`config.mk`:
```
export PLATFORM = sky130hd
export DESIGN_NAME = uart_tx_buffered_flat
export DESIGN_NICKNAME = d
export VERILOG_FILES = /design/src/rtl/uart_pkg.sv /design/src/rtl/uart_tx_buffered_if.sv /design/src/rtl/uart_sync_fifo.sv /design/src/rtl/uart_tx_buffered.sv /design/src/flat_wrapper.sv
export SDC_FILE = /design/constraint.sdc
export NUM_CORES = 1
export LEC_CHECK = 0
export CAP_MARGIN = 25
export CORE_ASPECT_RATIO = 0.8
export CORE_UTILIZATION = 55
export CTS_CLUSTER_DIAMETER = 80
export DETAILED_ROUTE_END_ITERATION = 8
export PLACE_DENSITY = 0.74
export SLEW_MARGIN = 10
export SYNTH_ARGS = -nofsm -noshare
export SYNTH_HDL_FRONTEND = slang
export SYNTH_SLANG_ARGS = --single-unit
```
`constraint.sdc`:
```
create_clock -name clk -period 5.67 [get_ports clk]
set_clock_uncertainty 0.1 [all_clocks]
set_input_delay 0.567 -clock clk [delete_from_list [all_inputs] [get_ports clk]]
set_output_delay 0.567 -clock clk [all_outputs]
set_load 0.05 [all_outputs]
```
`src/rtl/uart_pkg.sv`:
```
// Shared types and constants for the buffered UART transmitter.
// Holds the frame-format enums, state encoding and input decode helpers.
package uart_pkg;

  localparam int DATA_W       = 8;
  localparam int MIN_BAUD_DIV = 4;

  typedef enum logic [2:0] {
    NONE  = 3'd0,
    EVEN  = 3'd1,
    ODD   = 3'd2,
    MARK  = 3'd3,
    SPACE = 3'd4
  } parity_e;

  typedef enum logic [1:0] {
    STOP1   = 2'd0,
    STOP2   = 2'd1,
    STOP1_5 = 2'd2
  } stop_e;

  typedef enum logic [2:0] {
    IDLE   = 3'd0,
    START  = 3'd1,
    DATA   = 3'd2,
    PARITY = 3'd3,
    STOP   = 3'd4
  } tx_state_e;

  // Codes 5..7 are reserved and behave as no parity.
  function automatic parity_e to_parity(input logic [2:0] code);
    case (code)
      3'd1:    return EVEN;
      3'd2:    return ODD;
      3'd3:    return MARK;
      3'd4:    return SPACE;
      default: return NONE;
    endcase
  endfunction

  function automatic stop_e to_stop(input logic [1:0] code);
    case (code)
      2'd1:    return STOP2;
      2'd2:    return STOP1_5;
      default: return STOP1;
    endcase
  endfunction

endpackage

```
`src/rtl/uart_tx_buffered_if.sv`:
```
// Upstream byte stream into the UART transmitter: level-based valid/ready.
// A word transfers on any clk edge where s_valid and s_ready are both high.
interface uart_tx_buffered_if;
  import uart_pkg::*;

  logic [DATA_W-1:0] s_data;
  logic              s_valid;
  logic              s_ready;

  modport master (output s_data, s_valid, input s_ready);
  modport slave  (input s_data, s_valid, output s_ready);
endinterface

```
`src/rtl/uart_sync_fifo.sv`:
```
// Single-clock FIFO, head word visible combinationally (no read latency).
// Pushes while full and pops while empty are ignored; level uses a wrap bit.
module uart_sync_fifo #(
  parameter int DEPTH = 8,
  parameter int WIDTH = 8
) (
  input  logic                     clk,
  input  logic                     rst,
  input  logic                     push,
  input  logic [WIDTH-1:0]         push_data,
  input  logic                     pop,
  output logic [WIDTH-1:0]         pop_data,
  output logic                     full,
  output logic                     empty,
  output logic [$clog2(DEPTH):0]   level
);
  localparam int AW = $clog2(DEPTH);

  logic [WIDTH-1:0] mem [DEPTH];
  logic [AW:0]      wr_ptr;
  logic [AW:0]      rd_ptr;
  logic             do_push;
  logic             do_pop;

  assign level    = wr_ptr - rd_ptr;
  assign full     = (level == (AW+1)'(DEPTH));
  assign empty    = (wr_ptr == rd_ptr);
  assign pop_data = mem[rd_ptr[AW-1:0]];
  assign do_push  = push && !full;
  assign do_pop   = pop && !empty;

  always_ff @(posedge clk) begin
    if (do_push) mem[wr_ptr[AW-1:0]] <= push_data;
  end

  always_ff @(posedge clk or posedge rst) begin
    if (rst) begin
      wr_ptr <= '0;
      rd_ptr <= '0;
    end else begin
      if (do_push) wr_ptr <= wr_ptr + (AW+1)'(1);
      if (do_pop)  rd_ptr <= rd_ptr + (AW+1)'(1);
    end
  end

endmodule

```
`src/rtl/uart_tx_buffered.sv`:
```
// FIFO-buffered UART transmitter, 5-8 data bits, parity, 1/1.5/2 stop; first tx fall 1 clk after push.
// Backpressure: s_ready = !full. Optional UART_TX_CTS_EN adds cts_n flow control on frame start.
module uart_tx_buffered
  import uart_pkg::*;
#(
  parameter int FIFO_DEPTH = 8,
  parameter int DIV_W      = 16
) (
  input  logic                          clk,
  input  logic                          rst,
  uart_tx_buffered_if.slave             s,
  input  logic [DIV_W-1:0]              baud_div,
  input  logic [1:0]                    data_bits,
  input  logic [2:0]                    parity,
  input  logic [1:0]                    stop_bits,
  output logic                          tx,
  output logic                          busy,
  output logic [$clog2(FIFO_DEPTH):0]   fifo_level
`ifdef UART_TX_CTS_EN
  ,
  input  logic                          cts_n
`endif
);
  localparam int LW = $clog2(FIFO_DEPTH) + 1;
  localparam logic [DIV_W:0] ONE = (DIV_W+1)'(1);

  logic              push;
  logic              pop;
  logic              full;
  logic              empty;
  logic              cts_ok;
  logic [DATA_W-1:0] head;
  logic [LW-1:0]     level_nxt;

  tx_state_e         state;
  logic [DIV_W:0]    cnt;
  logic [DIV_W:0]    bit_tc;
  logic [DIV_W:0]    stop_tc;
  logic [DATA_W-1:0] shreg;
  logic [2:0]        bit_idx;
  logic [2:0]        last_bit;
  logic              par_en;
  logic              par_bit;

  logic [DIV_W:0]    div_eff;
  logic [DIV_W:0]    stop_tc_new;
  logic [DATA_W-1:0] data_mask;
  logic              par_bit_new;
  logic              bit_done;
  logic              stop_done;

  assign push      = s.s_valid && !full;
  assign s.s_ready = !full;

  uart_sync_fifo #(
    .DEPTH (FIFO_DEPTH),
    .WIDTH (DATA_W)
  ) u_fifo (
    .clk       (clk),
    .rst       (rst),
    .push      (push),
    .push_data (s.s_data),
    .pop       (pop),
    .pop_data  (head),
    .full      (full),
    .empty     (empty),
    .level     (fifo_level)
  );

`ifdef UART_TX_CTS_EN
  logic [1:0] cts_sync;

  always_ff @(posedge clk or posedge rst) begin
    if (rst) cts_sync <= 2'b11;
    else     cts_sync <= {cts_sync[0], cts_n};
  end

  assign cts_ok = !cts_sync[1];
`else
  assign cts_ok = 1'b1;
`endif

  // Frame config is decoded continuously but only captured on the pop edge.
  always_comb begin
    div_eff = (baud_div < DIV_W'(MIN_BAUD_DIV)) ? (DIV_W+1)'(MIN_BAUD_DIV)
                                                : {1'b0, baud_div};
    case (to_stop(stop_bits))
      STOP2:   stop_tc_new = {div_eff[DIV_W-1:0], 1'b0};
      STOP1_5: stop_tc_new = div_eff + (div_eff >> 1);
      default: stop_tc_new = div_eff;
    endcase
    case (data_bits)
      2'd0:    data_mask = 8'h1F;
      2'd1:    data_mask = 8'h3F;
      2'd2:    data_mask = 8'h7F;
      default: data_mask = 8'hFF;
    endcase
    case (to_parity(parity))
      EVEN:    par_bit_new = ^(head & data_mask);
      ODD:     par_bit_new = ~^(head & data_mask);
      MARK:    par_bit_new = 1'b1;
      default: par_bit_new = 1'b0;
    endcase
  end

  assign bit_done  = (cnt == bit_tc - ONE);
  assign stop_done = (cnt == stop_tc - ONE);
  assign pop       = !empty && cts_ok && ((state == IDLE) || ((state == STOP) && stop_done));
  assign level_nxt = fifo_level + LW'(push) - LW'(pop);

  always_ff @(posedge clk or posedge rst) begin
    if (rst) begin
      state    <= IDLE;
      tx       <= 1'b1;
      busy     <= 1'b0;
      cnt      <= '0;
      bit_tc   <= (DIV_W+1)'(MIN_BAUD_DIV);
      stop_tc  <= (DIV_W+1)'(MIN_BAUD_DIV);
      shreg    <= '0;
      bit_idx  <= '0;
      last_bit <= '0;
      par_en   <= 1'b0;
      par_bit  <= 1'b0;
    end else begin
      cnt <= cnt + ONE;
      if (pop) begin
        // Entered from IDLE or straight from the last stop clock: no idle gap.
        state    <= START;
        tx       <= 1'b0;
        busy     <= 1'b1;
        cnt      <= '0;
        bit_tc   <= div_eff;
        stop_tc  <= stop_tc_new;
        shreg    <= head;
        bit_idx  <= '0;
        last_bit <= {1'b1, data_bits};
        par_en   <= (to_parity(parity) != NONE);
        par_bit  <= par_bit_new;
      end else begin
        case (state)
          IDLE: begin
            tx   <= 1'b1;
            cnt  <= '0;
            busy <= (level_nxt != '0);
          end
          START: begin
            if (bit_done) begin
              state <= DATA;
              tx    <= shreg[0];
              cnt   <= '0;
            end
          end
          DATA: begin
            if (bit_done) begin
              cnt <= '0;
              if (bit_idx == last_bit) begin
                state <= par_en ? PARITY : STOP;
                tx    <= par_en ? par_bit : 1'b1;
              end else begin
                bit_idx <= bit_idx + 3'd1;
                shreg   <= shreg >> 1;
                tx      <= shreg[1];
              end
            end
          end
          PARITY: begin
            if (bit_done) begin
              state <= STOP;
              tx    <= 1'b1;
              cnt   <= '0;
            end
          end
          STOP: begin
            if (stop_done) begin
              state <= IDLE;
              tx    <= 1'b1;
              cnt   <= '0;
              busy  <= (level_nxt != '0);
            end
          end
          default: begin
            state <= IDLE;
            tx    <= 1'b1;
          end
        endcase
      end
    end
  end

endmodule

```
`src/flat_wrapper.sv`:
```
// flat-port wrapper written by rule: the top's interface ports become plain ports
module uart_tx_buffered_flat import uart_pkg::*;
#(
  parameter int FIFO_DEPTH = 8,
  parameter int DIV_W      = 16
)
  (clk, rst, baud_div, data_bits, parity, stop_bits, tx, busy, fifo_level, s_s_data, s_s_valid, s_s_ready);
  uart_tx_buffered_if s_i ();
  input  logic clk;
  input  logic rst;
  input  logic [DIV_W-1:0] baud_div;
  input  logic [1:0] data_bits;
  input  logic [2:0] parity;
  input  logic [1:0] stop_bits;
  output logic tx;
  output logic busy;
  output logic [$clog2(FIFO_DEPTH):0] fifo_level;
  input wire logic [$bits(s_i.s_data)-1:0] s_s_data;
  input wire logic [$bits(s_i.s_valid)-1:0] s_s_valid;
  output wire logic [$bits(s_i.s_ready)-1:0] s_s_ready;
  assign s_i.s_data = s_s_data;
  assign s_i.s_valid = s_s_valid;
  assign s_s_ready = s_i.s_ready;
  uart_tx_buffered #(.FIFO_DEPTH(FIFO_DEPTH), .DIV_W(DIV_W)) u_core (.clk(clk), .rst(rst), .s(s_i), .baud_div(baud_div), .data_bits(data_bits), .parity(parity), .stop_bits(stop_bits), .tx(tx), .busy(busy), .fifo_level(fifo_level));
endmodule
```
==> metrics.cfg, run 1 <==
[power]
p_leak_nw=3.69
power.total_w=0.00539
peakVddDrop_mv=0.846
power_density_nw_per_um2=555

[worst_setup_path]
crit_type=reg2reg
worstPathArrival_ns=4.90
required_ns=5.86
cp_max_fo=21
rrSetupSlack_ns=0.96
critical_path.endpoint_type=register
crit_path_start_kind=register

[timing]
clock.fmax_mhz=212
finalSetupViolCount=0
setup-tns-final_ns=0
worst_pin_slew_ns=0.976
finalCritPeriodShare=0.830
slew_headroom=0.347
layout_min_cycle_time_ns=4.71
rsz0062_at_grt=no
slew_violations=0
hold_viol=0

[detailed_routing]
post-route-drc-count=0
totalWireLength_mm=21.5
final_antenna_net_count=0
wl_per_cell_um=20.5
drt_iter0_drc=698
avgViaCountPerCell=6.33
dr.pass1.iters=7
dr_total_vias=6636

[clocking]
cts.sinks=143
cts_max_level=4
clk_latency_ns=0.43
numCtsBuffers=17
clk_root_buffer_cell=clkbuf_16
postCtsHoldBufs=0
cts.path.max_buffers=2
clk_pin_slew_ns=0.07
cts_tree=yes
post-cts-setup-buffers=0
cts_resized=0

[synthesis]
avgSynthCellArea_um2=10.6
synth_fp_nets=884
synth_cell_types=76
netlist_area_um2=8600
synth_edf_count=64
async_flop_share=0.552
ys.flop_type=dfrtp_1
synth-seq-cells=143
syn_inst=814
ys_seq_area_frac=0.454
yosysWarnings=0

[grt]
grt-ovfl-total=0
antenna_found_initial=0
track_usage=0.281
grt_max_degree=80
grt_pass1_vias=6536
grt_first_pass_wirelength_mm=34.3

[final_layout]
mostFrequentLayoutCells=76 x dfrtp_1, 64 x edfxtp_1, 54 x o21ai_0, 46 x xnor2_1, 46 x nand2_1
fill_cells=1206
nNetsFinal=896
stdcell_count=1049
multi_input_area_um2=4330
layout_commonest_cell=dfrtp_1
regArea_um2=3900
area_growth_pct=12.7
antenna_cells=0
utilization=0.640
drive_gt1_frac=0.120

[die]
die_w_um=142
start_util=0.567
ios=41
dieArea_um2=16200
fp.dieH_um=114
core_area_um2=15200
num_rows=40

[place]
gp_routability_congestion=0.903
post-dp-hpwl_mm=15.2
portBuffers=40
dpl.cell_count=1016

[min_path]
hp-class=in2async

[run]
cap_violations=0

[run_status]
status=finished, final reports clean

==> critical path, cell delays in order, from the launching register on <==
cell and delay (ns):
dfrtp_1 0.46, or4_1 0.67, or4b_1 0.55, o41ai_1 0.27
mux2i_1 0.14, a21o_1 0.25, o31ai_4 0.27, nand2_2 0.09
inv_2 0.37, ha_1 0.32, inv_1 0.06, ha_1 0.17
fa_1 0.43, nor4_1 0.29, a41oi_1 0.15
==> power by group <==
group          switching (W)  leakage [nW]  internal [W]  total (W)
sequential          0.000317          1.56       0.00139    0.00171
clock               0.000502         0.275      0.000583    0.00108
combinational        0.00147          1.86       0.00112    0.00260
==> final timing paths <==
check	start	to	cells past startpoint
setup reg to reg	u_core.stop_tc[7]$_DFFE_PP0N_	u_core.busy$_DFFE_PP0P_	14
setup / recovery	u_core.stop_tc[7]$_DFFE_PP0N_	u_core.busy$_DFFE_PP0P_	14
max in group asynchronous	rst	u_core.bit_tc[2]$_DFFE_PP1N_	4
hold reg to reg	u_core.last_bit[2]$_DFFE_PP0N_	u_core.last_bit[2]$_DFFE_PP0N_	1
hold / removal	rst	u_core.cnt[3]$_DFF_PP0_	3
min in group clk	u_core.last_bit[2]$_DFFE_PP0N_	u_core.last_bit[2]$_DFFE_PP0N_	1
==> flip-flops by register name (all words and copies together) (netlist names), 3 cells and up <==
register and flops:
u_core.bit_idx 3, u_core.bit_tc 16, u_core.cnt 17, u_core.last_bit 3
u_core.shreg 8, u_core.state 3, u_core.stop_tc 17, u_core.u_fifo.mem 64
u_core.u_fifo.rd_ptr 4, u_core.u_fifo.wr_ptr 4
==> logic make-up (layout without fill, tap and decap cells) <==
| family | after synthesis | in the layout | share of synthesized area |
|---|---|---|---|
| XOR/XNOR | 82 | 82 | 0.0851 |
| multiplexers | 48 | 48 | 0.0829 |
| flip-flops | 143 | 143 | 0.454 |
| adder cells (fa/ha/maj) | 36 | 36 | 0.0550 |
| buffers and inverters | 94 | 119 | 0.0433 |
| AO/OA/AOI/OAI | 166 | 166 | 0.129 |
| AND/OR/NAND/NOR | 245 | 245 | 0.151 |
==> synth_stat cells (3+ instances only) <==
master	count	area, um^2
a211oi_1	3	22.5
a21boi_0	4	30.0
a21o_1	10	75.1
a21oi_1	20	100
a221oi_1	7	61.3
a22oi_1	5	37.5
a31oi_1	13	81.3
and2_1	6	37.5
and3_1	7	43.8
buf_1	3	11.3
buf_2	6	30.0
clkbuf_1	45	169
dfrtp_1	76	1900
dfstp_2	3	78.8
edfxtp_1	64	1920
fa_1	3	60.1
ha_1	33	413
inv_1	34	128
mux2_2	25	282
mux2i_1	6	60.1
mux4_2	16	360
nand2_1	46	173
nand2b_1	10	62.6
nand3_1	30	150
nand3b_1	4	30.0
nand4_1	5	31.3
nor2_1	44	165
nor2b_1	9	56.3
nor3_1	25	125
nor4_1	21	131
o211ai_1	5	37.5
o21a_1	7	52.6
o21ai_0	54	270
o22ai_1	3	18.8
o31ai_1	10	75.1
o41ai_1	3	26.3
or2_2	5	31.3
or3_1	9	56.3
or4_1	9	67.6
xnor2_1	46	403
xor2_1	35	307
==> layer usage <==
metal | track usage | up-vias | routed length (um)
met5 | 0 | - | 0
met4 | 0.0824 | 0 | 301
met3 | 0.0634 | 28 | 1580
met2 | 0.423 | 269 | 9640
met1 | 0.406 | 3304 | 9950
li1 | - | 3035 | -
==> layout make-up <==
cell class	count	area share
clock buffers	17	0.0439
multi-input cells	577	0.446
clock inverters	15	0.0148
inverters	37	0.0144
repair buffers	50	0.0511
well taps	210	0.0271
flip-flops and latches	143	0.402
==> metrics by stage <==
step / instance area, um^2 / worst slack (ns) / hold WS (ns)
after detailed placement: 9100 / 0.877 / 0.372
after CTS: 9670 / 0.981 / 0.390
after global routing: 9700 / 0.637 / 0.392
after global placement: 9100 / 1.06 / 0.375
after floorplan: 8600 / 0.637 / 0.355
final: 9700 / 0.961 / 0.375
Power figures use the tool's default switching activity.
==> run 2: changes to the inputs <==
==> constraint.sdc (replaced) <==
create_clock -name clk -period 4.6 [get_ports clk]
set_clock_uncertainty 0.1 [all_clocks]
set_input_delay 0.46 -clock clk [delete_from_list [all_inputs] [get_ports clk]]
set_output_delay 0.46 -clock clk [all_outputs]
set_load 0.05 [all_outputs]
==> metrics.cfg, run 2 (synthesis gave the netlist of run 1 again) <==
[timing]
hold_viol=0  ; unchanged
setup-tns-final_ns=0  ; unchanged
worst_pin_slew_ns=0.843  ; was 0.976 ns
setup_slack_ns=0.187  ; was 0.961 ns
slew_violations=0  ; unchanged
clock.fmax_mhz=227  ; was 212 MHz
finalSetupViolCount=0  ; unchanged
finalCritPeriodShare=0.959  ; was 0.830
layout_min_cycle_time_ns=4.41  ; was 4.71 ns
slew_headroom=0.437  ; was 0.347

[run]
cap_violations=0  ; unchanged

[detailed_routing]
avgViaCountPerCell=6.26  ; was 6.33
drt_iter0_drc=805  ; was 698
dr_total_vias=6647  ; was 6,636
wl_met2_mm=9.70  ; was 9.64 mm
top_layer=met4  ; unchanged
final_antenna_net_count=0  ; unchanged
wl_met1_mm=9.62  ; was 9.95 mm
post-route-drc-count=0  ; unchanged
dr.pass1.iters=6  ; was 7
totalWireLength_mm=21.3  ; was 21.5 mm
wl_per_cell_um=20.0  ; was 20.5 um
dr_wl_met3_mm=1.58  ; about the same

[grt]
track_usage=0.279  ; was 0.281
grt-ovfl-total=0  ; unchanged
grt_first_pass_wirelength_mm=34.1  ; was 34.3 mm
antenna_found_initial=0  ; unchanged
grt_pass1_vias=6517  ; was 6,536
grt_max_degree=46  ; was 80

[final_layout]
drive_gt1_frac=0.144  ; was 0.120
area_growth_pct=14.7  ; was 12.7%
fin_area_um2=9870  ; was 9700 um^2
largest_register_ffs=64  ; unchanged
fill_cells=1126  ; was 1,206
regArea_um2=3900  ; unchanged
multi_input_area_um2=4400  ; was 4330 um^2
layout_commonest_cell=dfrtp_1  ; unchanged
mostFrequentLayoutCells=76 x dfrtp_1, 64 x edfxtp_1, 54 x o21ai_0, 46 x nand2_1, 45 x xnor2_1  ; was 76 x dfrtp_1, 64 x edfxtp_1, 54 x o21ai_0, 46 x xnor2_1, 46 x nand2_1
nNetsFinal=909  ; was 896
stdcell_count=1062  ; was 1,049
antenna_cells=0  ; unchanged

[worst_setup_path]
crit_path_max_incr_delay_ns=0.62  ; was 0.67 ns
worstPathArrival_ns=4.60  ; was 4.90 ns
crit_type=reg2reg  ; unchanged
required_ns=4.79  ; was 5.86 ns
crit_path_start_kind=register  ; unchanged
cp_common_cell=ha_1  ; unchanged
path_cells=or4_4 -> or4b_1 -> o41ai_1 -> mux2i_1 -> a21o_1 -> o31ai_4 -> nand2_2 -> inv_2 -> ha_1 -> inv_1 -> ha_1 -> fa_1 -> nor4_1 -> a41oi_1  ; was or4_1 -> or4b_1 -> o41ai_1 -> mux2i_1 -> a21o_1 -> o31ai_4 -> nand2_2 -> inv_2 -> ha_1 -> inv_1 -> ha_1 -> fa_1 -> nor4_1 -> a41oi_1
cpMaxStageDelayCell=or4_4  ; was or4_1
critical_path.endpoint_type=register  ; unchanged
cp_max_fo=7  ; was 21

[die]
dieArea_um2=16200  ; unchanged
core_area_um2=15200  ; unchanged
die_w_um=142  ; unchanged
num_rows=40  ; unchanged
ios=41  ; unchanged
start_util=0.567  ; unchanged
fp.dieH_um=114  ; unchanged

[power]
peakVddDrop_mv=1.05  ; was 0.846 mV
power.total_w=0.00684  ; was 0.00539 W
power_density_nw_per_um2=693  ; was 555 nW/um^2
p_leak_nw=3.78  ; was 3.69 nW

[clocking]
cts.sinks=143  ; unchanged
numCtsBuffers=17  ; unchanged
cts_max_level=4  ; unchanged
cts.path.max_buffers=2  ; unchanged
postCtsHoldBufs=0  ; unchanged
clk_root_buffer_cell=clkbuf_16  ; unchanged
cts_tree=yes  ; unchanged
clk_latency_ns=0.44  ; was 0.43 ns
clk_pin_slew_ns=0.06  ; was 0.07 ns

[place]
dp_slack_ns=0.0533  ; was 0.877 ns
portBuffers=40  ; unchanged
placed_area_um2=9240  ; was 9100 um^2
gp_routability_congestion=0.935  ; was 0.903
dpl.cell_count=1030  ; was 1,016
post-dp-hpwl_mm=15.6  ; was 15.2 mm

[run_status]
status=finished, final reports clean  ; unchanged

[min_path]
hp-class=in2async  ; unchanged

-- run 2: where the power goes --
group	switching, W	internal (W)
registers	0.000391	0.00171
clock network	0.000606	0.000774
logic	0.00190	0.00146
total	0.00289	0.00395
-- run 2: path summary, 6_finish.rpt --
path,slack [ns],cells past startpoint,endpoint,start
setup / recovery,0.19,14,u_core.busy$_DFFE_PP0P_,u_core.stop_tc[7]$_DFFE_PP0N_
max in group asynchronous,3.07,3,u_core.stop_tc[10]$_DFFE_PP0N_,rst
setup reg to reg,0.19,14,u_core.busy$_DFFE_PP0P_,u_core.stop_tc[7]$_DFFE_PP0N_
min in group clk,0.40,1,u_core.last_bit[2]$_DFFE_PP0N_,u_core.last_bit[2]$_DFFE_PP0N_
hold / removal,0.31,2,u_core.cnt[14]$_DFF_PP0_,rst
hold reg to reg,0.40,1,u_core.last_bit[2]$_DFFE_PP0N_,u_core.last_bit[2]$_DFFE_PP0N_
-- run 2: per-layer routing --
metal,up-vias,global-route usage
li1,3047,-
met1,3285,0.400
met2,275,0.427
met3,40,0.0571
met4,0,0.0925
met5,-,0
-- run 2: final cells by class --
type / count / area share
Clock inverter: 15 / 0.0174
Sequential cell: 143 / 0.395
Inverter: 37 / 0.0142
Tap cell: 210 / 0.0266
Multi-Input combinational cell: 577 / 0.445
Clock buffer: 17 / 0.0431
Timing Repair Buffer: 63 / 0.0580
-- run 2: timing repair --
item | CTS | global route
endpoints found under the setup margin | 0 | 1
buffers inserted | 0 | 0
gates resized for setup | 0 | 8
endpoints found under the hold margin | 0 | 0
-- run 2: stage by stage --
stage                     utilization  hold slack [ns]
after floorplan                     -            0.355
after global placement          0.609            0.375
after detailed placement        0.609            0.379
after CTS                       0.649            0.324
after global routing            0.651            0.374
final                           0.651            0.315
-- run 2: worst max-delay path: cells and delay by family (launching register included) --
kind	cells	cell delay, ns
and+or+nand+nor	4	1.58
AOI/OAI and AO/OA	4	0.97
adders and majority gates	3	0.86
DFF	1	0.47
buffers and inverters	2	0.17
muxes	1	0.12
==> run 3: changes to the inputs <==
--- a/config.mk
+++ b/config.mk
@@ -8,6 +8,7 @@
 export CAP_MARGIN = 25
 export CORE_ASPECT_RATIO = 0.8
 export CORE_UTILIZATION = 55
+export CTS_BUF_LIST = sky130_fd_sc_hd__clkbuf_8
 export CTS_CLUSTER_DIAMETER = 80
 export DETAILED_ROUTE_END_ITERATION = 8
 export PLACE_DENSITY = 0.74
==> metrics.cfg, run 3 (synthesis gave the netlist of run 1 again) <==
[timing]
finalCritPeriodShare=0.965  ; was 0.959
layout_min_cycle_time_ns=4.44  ; was 4.41 ns
setup_slack_ns=0.160  ; was 0.187 ns
holdWs_ns=0.284  ; was 0.315 ns
hold_viol=0  ; unchanged
slew_headroom=0.429  ; was 0.437
finalSetupViolCount=0  ; unchanged
clock.fmax_mhz=225  ; was 227 MHz
slew_violations=0  ; unchanged
worst_pin_slew_ns=0.854  ; was 0.843 ns

[worst_setup_path]
required_ns=4.82  ; was 4.79 ns
crit_path_max_incr_delay_ns=0.68  ; was 0.62 ns
critical_path.endpoint_type=register  ; unchanged
crit_path_start_kind=register  ; unchanged
path_cells=or4_1 -> nor3_1 -> nor2b_1 -> or4_1 -> o211a_1 -> o31ai_4 -> nand2_2 -> inv_2 -> ha_1 -> inv_1 -> ha_1 -> fa_1 -> nor4_1 -> a41oi_1  ; was or4_4 -> or4b_1 -> o41ai_1 -> mux2i_1 -> a21o_1 -> o31ai_4 -> nand2_2 -> inv_2 -> ha_1 -> inv_1 -> ha_1 -> fa_1 -> nor4_1 -> a41oi_1
worstPathArrival_ns=4.66  ; was 4.60 ns
cp_max_fo=7  ; unchanged
cpMaxStageDelayCell=or4_1  ; was or4_4
rrSetupSlack_ns=0.16  ; was 0.19 ns
crit_type=reg2reg  ; unchanged

[detailed_routing]
wl_per_cell_um=19.8  ; was 20.0 um
drt_iter0_drc=782  ; was 805
dr.pass1.iters=5  ; was 6
avgViaCountPerCell=6.26  ; about the same
dr_total_vias=6644  ; was 6,647
totalWireLength_mm=21.1  ; was 21.3 mm
final_antenna_net_count=0  ; unchanged
post-route-drc-count=0  ; unchanged

[die]
fp.dieH_um=114  ; unchanged
core_area_um2=15200  ; unchanged
die_w_um=142  ; unchanged
num_rows=40  ; unchanged
start_util=0.567  ; unchanged
dieArea_um2=16200  ; unchanged
ios=41  ; unchanged

[final_layout]
nNetsFinal=909  ; unchanged
regArea_um2=3900  ; unchanged
largest_register_ffs=64  ; unchanged
multi_input_area_um2=4380  ; was 4400 um^2
layout_commonest_cell=dfrtp_1  ; unchanged
mostFrequentLayoutCells=76 x dfrtp_1, 64 x edfxtp_1, 54 x o21ai_0, 46 x nand2_1, 45 x xnor2_1  ; unchanged
drive_gt1_frac=0.141  ; was 0.144
fill_cells=1174  ; was 1,126
antenna_cells=0  ; unchanged
utilization=0.637  ; was 0.651
fin_area_um2=9660  ; was 9870 um^2
area_growth_pct=12.3  ; was 14.7%
stdcell_count=1062  ; unchanged

[power]
power_density_nw_per_um2=666  ; was 693 nW/um^2
p_leak_nw=3.69  ; was 3.78 nW
p_int_w=0.00362  ; was 0.00395 W
pwr-share-comb=0.517  ; was 0.491
p_clk_frac=0.158  ; was 0.202
p_sw_w=0.00282  ; was 0.00289 W
swShare=0.438  ; was 0.423
peakVddDrop_mv=1.09  ; was 1.05 mV
pwr-share-seq=0.325  ; was 0.307

[place]
placed_area_um2=9240  ; unchanged
dp_slack_ns=0.0533  ; unchanged
post-dp-hpwl_mm=15.6  ; unchanged
dpl.cell_count=1030  ; unchanged
portBuffers=40  ; unchanged
gp_routability_congestion=0.935  ; unchanged

[grt]
track_usage=0.275  ; was 0.279
grt_max_degree=46  ; unchanged
antenna_found_initial=0  ; unchanged
grt_pass1_vias=6524  ; was 6,517
grt-ovfl-total=0  ; unchanged
grt_first_pass_wirelength_mm=33.6  ; was 34.1 mm

[min_path]
hp-class=in2async  ; unchanged

[clocking]
post-cts-setup-buffers=0  ; unchanged
cts_resized=0  ; unchanged
cts.sinks=143  ; unchanged
cts_tree=yes  ; unchanged
clk_latency_ns=0.46  ; was 0.44 ns
numCtsBuffers=17  ; unchanged
cts_max_level=4  ; unchanged
clk_root_buffer_cell=clkbuf_8  ; was clkbuf_16
clk_pin_slew_ns=0.09  ; was 0.06 ns
cts.path.max_buffers=2  ; unchanged
postCtsHoldBufs=0  ; unchanged

[run]
cap_violations=0  ; unchanged

[run_status]
status=finished, final reports clean  ; unchanged

## run 3: power groups by stage
| stage | registers [W] | logic, W | clock network [W] |
|---|---|---|---|
| 2_1_floorplan | 0.00195 | 0.00258 | 0 |
| 3_3_place_gp | 0.00207 | 0.00316 | 0 |
| 3_5_place_dp | 0.00210 | 0.00326 | 0 |
| 4_1_cts | 0.00208 | 0.00329 | 0.00103 |
| 5_1_grt | 0.00213 | 0.00361 | 0.00108 |
| 6_report | 0.00209 | 0.00333 | 0.00102 |
## run 3: per-stage QoR
step                TNS, ns  total power, W
floorplan                 0         0.00453
global placement          0         0.00523
detailed placement        0         0.00536
CTS                       0         0.00639
global route        -0.0102         0.00681
finish                    0         0.00644
## run 3: layer usage
| layer | GRT usage | up-vias | wire length (um) |
|---|---|---|---|
| li1 | - | 3041 | - |
| met1 | 0.396 | 3284 | 9810 |
| met2 | 0.414 | 289 | 9450 |
| met3 | 0.0680 | 30 | 1520 |
| met4 | 0.0796 | 0 | 291 |
| met5 | 0 | - | 0 |
## run 3: final timing paths
path,cells past startpoint,to,start
max,14,u_core.busy$_DFFE_PP0P_,u_core.stop_tc[7]$_DFFE_PP0N_
min,2,u_core.cnt[14]$_DFF_PP0_,rst
max reg2reg,14,u_core.busy$_DFFE_PP0P_,u_core.stop_tc[7]$_DFFE_PP0N_
min reg2reg,1,u_core.last_bit[2]$_DFFE_PP0N_,u_core.last_bit[2]$_DFFE_PP0N_
max in group asynchronous,3,u_core.u_fifo.rd_ptr[0]$_DFFE_PP0P_,rst
min in group clk,1,u_core.last_bit[2]$_DFFE_PP0N_,u_core.last_bit[2]$_DFFE_PP0N_
## run 3: worst max-delay path, delay by kind of cell, from the launching register on
kind                     cells  cell delay [ns]
AO/OA/AOI/OAI                3             0.62
flip-flops                   1             0.47
AND/OR/NAND/NOR              6             2.11
buffers and inverters        2             0.16
adder cells (fa/ha/maj)      3             0.83
## run 3: area by class of cell
class | count | share of cell area
Inverter | 37 | 0.0145
Tap cell | 210 | 0.0272
Clock buffer | 17 | 0.0242
Clock inverter | 15 | 0.0177
Sequential cell | 143 | 0.404
Timing Repair Buffer | 63 | 0.0593
Multi-Input combinational cell | 577 | 0.453
